==> src/rtl/gtp_drp_arbiter.sv <==
// Round-robin arbiter sharing one GTPE2 DRP port among NUM_REQ requesters.
// Define GTP_DRP_TIMEOUT_EN to abort stalled accesses after TIMEOUT_CYCLES WAIT cycles.
module gtp_drp_arbiter #(
    parameter int unsigned NUM_REQ        = 4,
    parameter int unsigned ADDR_W         = 9,
    parameter int unsigned TIMEOUT_CYCLES = 64
) (
    input  logic                      SYSCLK_I,
    input  logic                      RST_I,
    input  logic [NUM_REQ-1:0]        REQ_I,
    input  logic [NUM_REQ-1:0]        REQ_WE_I,
    input  logic [ADDR_W*NUM_REQ-1:0] REQ_ADDR_I,
    input  logic [16*NUM_REQ-1:0]     REQ_DI_I,
    output logic [NUM_REQ-1:0]        ACK_O,
    output logic [15:0]               RDATA_O,
    output logic                      ERR_O,
    output logic [NUM_REQ-1:0]        GNT_O,
    output logic                      BUSY_O,
    output logic                      DRPEN_O,
    output logic                      DRPWE_O,
    output logic [ADDR_W-1:0]         DRPADDR_O,
    output logic [15:0]               DRPDI_O,
    input  logic [15:0]               DRPDO_I,
    input  logic                      DRPRDY_I
);

    localparam int unsigned PTR_W = (NUM_REQ > 1) ? $clog2(NUM_REQ) : 1;

    if (NUM_REQ < 2 || NUM_REQ > 8 || TIMEOUT_CYCLES < 1) begin : g_bad_cfg
        $error("gtp_drp_arbiter: unsupported NUM_REQ or TIMEOUT_CYCLES");
    end

    typedef enum logic [1:0] {
        S_IDLE,
        S_ACCESS,
        S_WAIT,
        S_ACK
    } state_t;

    state_t             state_q, state_d;
    logic [PTR_W-1:0]   ptr_q, ptr_d;
    logic               we_q, we_d;
    logic [NUM_REQ-1:0] gnt_q, gnt_d;
    logic [NUM_REQ-1:0] ack_q, ack_d;
    logic [15:0]        rdata_q, rdata_d;
    logic               busy_q, busy_d;
    logic               drpen_q, drpen_d;
    logic               drpwe_q, drpwe_d;
    logic [ADDR_W-1:0]  addr_q, addr_d;
    logic [15:0]        di_q, di_d;

    logic               win_vld;
    logic [PTR_W-1:0]   win_idx;
    int unsigned        cand;
    logic               timeout;

    // Search starts one past the last winner, wrapping modulo NUM_REQ.
    always_comb begin
        win_vld = 1'b0;
        win_idx = '0;
        cand    = 0;
        for (int unsigned i = 1; i <= NUM_REQ; i++) begin
            cand = 32'(ptr_q) + i;
            if (cand >= NUM_REQ) begin
                cand = cand - NUM_REQ;
            end
            if (!win_vld && REQ_I[cand[PTR_W-1:0]]) begin
                win_vld = 1'b1;
                win_idx = cand[PTR_W-1:0];
            end
        end
    end

`ifdef GTP_DRP_TIMEOUT_EN
    localparam int unsigned TCNT_W = (TIMEOUT_CYCLES > 1) ? $clog2(TIMEOUT_CYCLES) : 1;

    logic [TCNT_W-1:0] tcnt_q, tcnt_d;
    logic              err_q, err_d;

    assign timeout = (state_q == S_WAIT) && (tcnt_q == TCNT_W'(TIMEOUT_CYCLES - 1));

    always_comb begin
        tcnt_d = tcnt_q;
        if (state_q == S_ACCESS) begin
            tcnt_d = '0;
        end else if (state_q == S_WAIT) begin
            tcnt_d = tcnt_q + 1'b1;
        end
    end

    always_ff @(posedge SYSCLK_I) begin
        if (RST_I) begin
            tcnt_q <= '0;
            err_q  <= 1'b0;
        end else begin
            tcnt_q <= tcnt_d;
            err_q  <= err_d;
        end
    end

    assign ERR_O = err_q;
`else
    assign timeout = 1'b0;
    assign ERR_O   = 1'b0;
`endif

    always_ff @(posedge SYSCLK_I) begin
        if (RST_I) begin
            state_q <= S_IDLE;
        end else begin
            state_q <= state_d;
        end
    end

    always_comb begin
        state_d = state_q;
        case (state_q)
            S_IDLE:   if (win_vld) state_d = S_ACCESS;
            S_ACCESS: state_d = S_WAIT;
            S_WAIT:   if (DRPRDY_I || timeout) state_d = S_ACK;
            S_ACK:    state_d = S_IDLE;
            default:  state_d = S_IDLE;
        endcase
    end

    // Outputs are computed one cycle ahead so every port comes straight from a flop.
    always_comb begin
        ptr_d   = ptr_q;
        we_d    = we_q;
        gnt_d   = gnt_q;
        ack_d   = '0;
        rdata_d = rdata_q;
        drpen_d = 1'b0;
        drpwe_d = 1'b0;
        addr_d  = addr_q;
        di_d    = di_q;
        busy_d  = (state_d != S_IDLE);
`ifdef GTP_DRP_TIMEOUT_EN
        err_d   = 1'b0;
`endif
        case (state_q)
            S_IDLE: begin
                if (win_vld) begin
                    ptr_d          = win_idx;
                    we_d           = REQ_WE_I[win_idx];
                    gnt_d          = '0;
                    gnt_d[win_idx] = 1'b1;
                    addr_d         = REQ_ADDR_I[32'(win_idx)*ADDR_W +: ADDR_W];
                    di_d           = REQ_DI_I[32'(win_idx)*16 +: 16];
                    drpen_d        = 1'b1;
                    drpwe_d        = REQ_WE_I[win_idx];
                end
            end
            S_WAIT: begin
                if (DRPRDY_I) begin
                    ack_d   = gnt_q;
                    rdata_d = we_q ? '0 : DRPDO_I;
                end else if (timeout) begin
                    ack_d   = gnt_q;
                    rdata_d = 16'hDEAD;
`ifdef GTP_DRP_TIMEOUT_EN
                    err_d   = 1'b1;
`endif
                end
            end
            S_ACK: begin
                gnt_d = '0;
            end
            default: begin
            end
        endcase
    end

    always_ff @(posedge SYSCLK_I) begin
        if (RST_I) begin
            ptr_q   <= PTR_W'(NUM_REQ - 1);
            we_q    <= 1'b0;
            gnt_q   <= '0;
            ack_q   <= '0;
            rdata_q <= '0;
            busy_q  <= 1'b0;
            drpen_q <= 1'b0;
            drpwe_q <= 1'b0;
            addr_q  <= '0;
            di_q    <= '0;
        end else begin
            ptr_q   <= ptr_d;
            we_q    <= we_d;
            gnt_q   <= gnt_d;
            ack_q   <= ack_d;
            rdata_q <= rdata_d;
            busy_q  <= busy_d;
            drpen_q <= drpen_d;
            drpwe_q <= drpwe_d;
            addr_q  <= addr_d;
            di_q    <= di_d;
        end
    end

    assign ACK_O     = ack_q;
    assign RDATA_O   = rdata_q;
    assign GNT_O     = gnt_q;
    assign BUSY_O    = busy_q;
    assign DRPEN_O   = drpen_q;
    assign DRPWE_O   = drpwe_q;
    assign DRPADDR_O = addr_q;
    assign DRPDI_O   = di_q;

endmodule

==> config.mk <==
export PLATFORM = sky130hd
export DESIGN_NAME = gtp_drp_arbiter
export DESIGN_NICKNAME = d
export VERILOG_FILES = /design/src/rtl/gtp_drp_arbiter.sv
export SDC_FILE = /design/constraint.sdc
export NUM_CORES = 1
export LEC_CHECK = 0
export ABC_CLOCK_PERIOD_IN_PS = 1700
export BUFFER_PORTS_ARGS = -buffer_cell sky130_fd_sc_hd__buf_2
export CORE_ASPECT_RATIO = 1.5
export CORE_MARGIN = 10
export CORE_UTILIZATION = 39
export DETAILED_ROUTE_END_ITERATION = 8
export GPL_TIMING_DRIVEN = 0
export PLACE_DENSITY = 0.87
export SLEW_MARGIN = 20
export SYNTH_ARGS = -nofsm -noshare
export SYNTH_HDL_FRONTEND = slang
export SYNTH_SLANG_ARGS = --single-unit
export TNS_END_PERCENT = 50
==> constraint.sdc <==
create_clock -name SYSCLK_I -period 1.7 [get_ports SYSCLK_I]
set_input_delay 0.34 -clock SYSCLK_I [delete_from_list [all_inputs] [get_ports SYSCLK_I]]
set_output_delay 0.34 -clock SYSCLK_I [all_outputs]
set_load 0.01 [all_outputs]
==> flow_metrics.tcl <==
set metrics [dict create \
    run_status "finished, final reports clean" \
    crit_path_start_kind "flip-flop" \
    start_util_pct 39.7 \
    hold_buffers 0 \
    routedWlPerCell_um 16.9 \
    grt.total_usage_pct 18.5 \
    r2r_start "ptr_q[1]" \
    cpPeakStageDelay_ps 350 \
    ys_ff_latch 57 \
    critPathLaunch "ptr_q[1]" \
    critical_path.cell_chain "o21bai_1 > a311o_1 > buf_6 > buf_12 > a221o_1 > nand2_1 > o21ai_1" \
    antenna_found_initial 0 \
    rsz0062_at_grt "yes" \
    path_delay_family "compound AO/OA/AOI/OAI gates" \
    synth_top_area_share_pct 38.3 \
    async_flop_share_pct 0 \
    clkTransAtPathRegs_ps 50 \
    finalNonFillerCells 657 \
    rows 39 \
    ys_top_cells_by_area "dfxtp_1 38%, mux2i_1 8.7%, a221o_1 8.4%, nor2_1 7.9%, nand2_1 6.8%" \
    crit_buf_inv 2 \
    die_x_um 91.4 \
    num-nets-final 682 \
    drt_pass1_iterations 4 \
    seq_area_frac_synth_pct 38.3 \
    wl_mm 11.1 \
    grt_max_degree 11 \
    cp.depth 7 \
    fin_worst_skew_ps 7.85 \
    final_common_cell "buf_2" \
    area_growth_syn_to_layout_pct 49.7 \
    whs_ps 229 \
    drt_iter0_markers 156 \
    die_y_um 127 \
    ys.flop_type "dfxtp_1" \
    dpl-instance-area_sq_mm 0.00399 \
    worst_pin_slew_ps 560 \
    yosys_warnings 0 \
    yosysUniqueCellTypes 43 \
    syn_avg_cell_area_sq_um 8.35 \
    syn_nets 488 \
    cts_buffer_depth 2 \
    final_area_sq_mm 0.00446 \
    leakagePower_nw 2.27 \
    nFillCells 701 \
    grt_pass1_vias 3659 \
    hp-class "in2reg" \
    htreeDepth 3 \
    n_antenna_cell 0 \
    worstPathArrival_ps 1900 \
    crit_fanout 10 \
    ir_drop_mv 0.819 \
    synth_edf_count 0 \
    via_per_inst 5.19 \
    setup_viol 0 \
    pin_count 180 \
    drc 0 \
    max_cap_violations 0 \
    worstSetupEndpointType "flip-flop" \
    worstPathRequired_ps 1910 \
    cts_root_buffer "clkbuf_16" \
    gp_congestion 0.850 \
    fin_crit_ps 1690 \
    synth_top_area_cell "dfxtp_1" \
    cts_buffers 9 \
    ff2ff_path_depth 7 \
    synthesis.area_sq_mm 0.00298 \
    p_per_area_mw_per_mm2 1780 \
    core_sq_mm 0.00751 \
    hold_viol 0 \
    num_vias 3411 \
    fin_crit_sh_pct 99.4 \
    ant_nets 0 \
    fmax_ghz 0.592 \
    r2r_end "DRPADDR_O[0]" \
    slew_viol_final 0 \
    port_buffers 175 \
    clk_latency_ps 330 \
    layout_common_cells "179 x buf_2, 63 x nor2_1, 55 x dfxtp_1, 54 x nand2_1, 26 x mux2i_1" \
    r2r_slack_ps 10 \
    hold_depth 2 \
    drive_gt1_share_pct 42.5 \
    cts_tree "yes" \
    grt_pass1_wl_mm 17.6 \
    dp.cells 634 \
    worstHoldStart "DRPDO_I[6]" \
    path_class "reg2reg" \
    cp_slowest_cell "dfxtp_4" \
    slew_headroom_pct 62.7 \
    hold_end "RDATA_O[6]" \
    hpwl_mm 8.58 \
    overflow 0 \
    die-area_sq_mm 0.0116 \
    clock_sinks 57 \
    synthesis.instances 357 \
]
[layer usage]
metal | wire length [um] | part of all wire (%) | track usage (%)
met5 | 0 | 0 | 0
met4 | 248 | 2.2 | 8.42
met3 | 1010 | 9.1 | 7.27
met2 | 5520 | 50 | 31.7
met1 | 4320 | 39 | 19.7
[registers in the layout, indices dropped and copies added, names as in the netlist]
signal and count:
ACK_O 4, BUSY_O 1, DRPADDR_O 9, DRPDI_O 16, DRPEN_O 1, DRPWE_O 1
GNT_O 4, RDATA_O 16, ptr_q 2, state_q 2, we_q 1
[per-stage QoR]
| stage | util [%] | TNS [ps] | power (W) | setup slack [ps] |
|---|---|---|---|---|
| global placement | 53.0 | -13140 | 0.00566 | -516 |
| floorplan | - | 0 | 0.00457 | 10.5 |
| CTS | 58.2 | 0 | 0.00777 | 5.33 |
| detailed placement | 53.0 | -13140 | 0.00577 | -477 |
| finish | 59.4 | 0 | 0.00796 | 10.7 |
| global route | 59.4 | -869 | 0.00853 | -68.9 |
[synthesized netlist by cell type (2+ instances only)]
cell       number
a22oi_1         2
buf_2          13
dfxtp_1        57
nand2_1        54
o21ai_0         8
ha_1            4
nand3_1         2
a22o_1         16
clkbuf_1        8
a221o_1        25
o2bb2ai_1       2
mux2i_1        26
a21oi_1         7
nand2b_1        3
buf_4           3
inv_1           7
and2_1          4
nor2b_1         2
buf_6           4
nor3_1          5
nor2_1         63
o21ai_1        20
o21a_1          2
[timing repair]
item | CTS | global route
gates resized for setup | 16 | 21
setup endpoints to repair | 41 | 41
setup buffers | 5 | 4
pin swaps | 3 | 7
gates cloned | 0 | 0
[kinds of logic after synthesis]
logic type | after synthesis | share of synthesized area (%)
compound gates | 96 | 25.7
other cells | 1 | 0.126
buf+inv | 35 | 6.34
fa+ha+maj | 4 | 1.68
flops | 57 | 38.3
mux | 26 | 8.73
simple gates | 138 | 19.1
[where the power goes]
group,switching [W],total [W],internal (W)
Combinational,0.00229,0.00415,0.00186
Clock,0.000593,0.00179,0.00120
Sequential,0.000245,0.00202,0.00177
Total,0.00312,0.00796,0.00484
[area by class of cell]
cell class              instances  area [sq um]  area share, %
multi-input cells             265          1710           38.3
flip-flops and latches         57          1150           25.7
repair buffers                184           943           21.1
clock buffers                  12           256           5.75
plain buffers                  27           211           4.74
well taps                     102           128           2.86
clock inverters                 3          40.0          0.897
inverters                       7          26.3          0.589
[worst max path at each step]
stage                         to  slack (ps)
finish              DRPADDR_O[0]          10
global route         DRPDI_O[11]         -70
global placement        ptr_q[0]        -520
floorplan           DRPADDR_O[0]          10
CTS                  DRPDI_O[13]           5
detailed placement      ptr_q[0]        -480
Power figures use the tool's default switching activity.
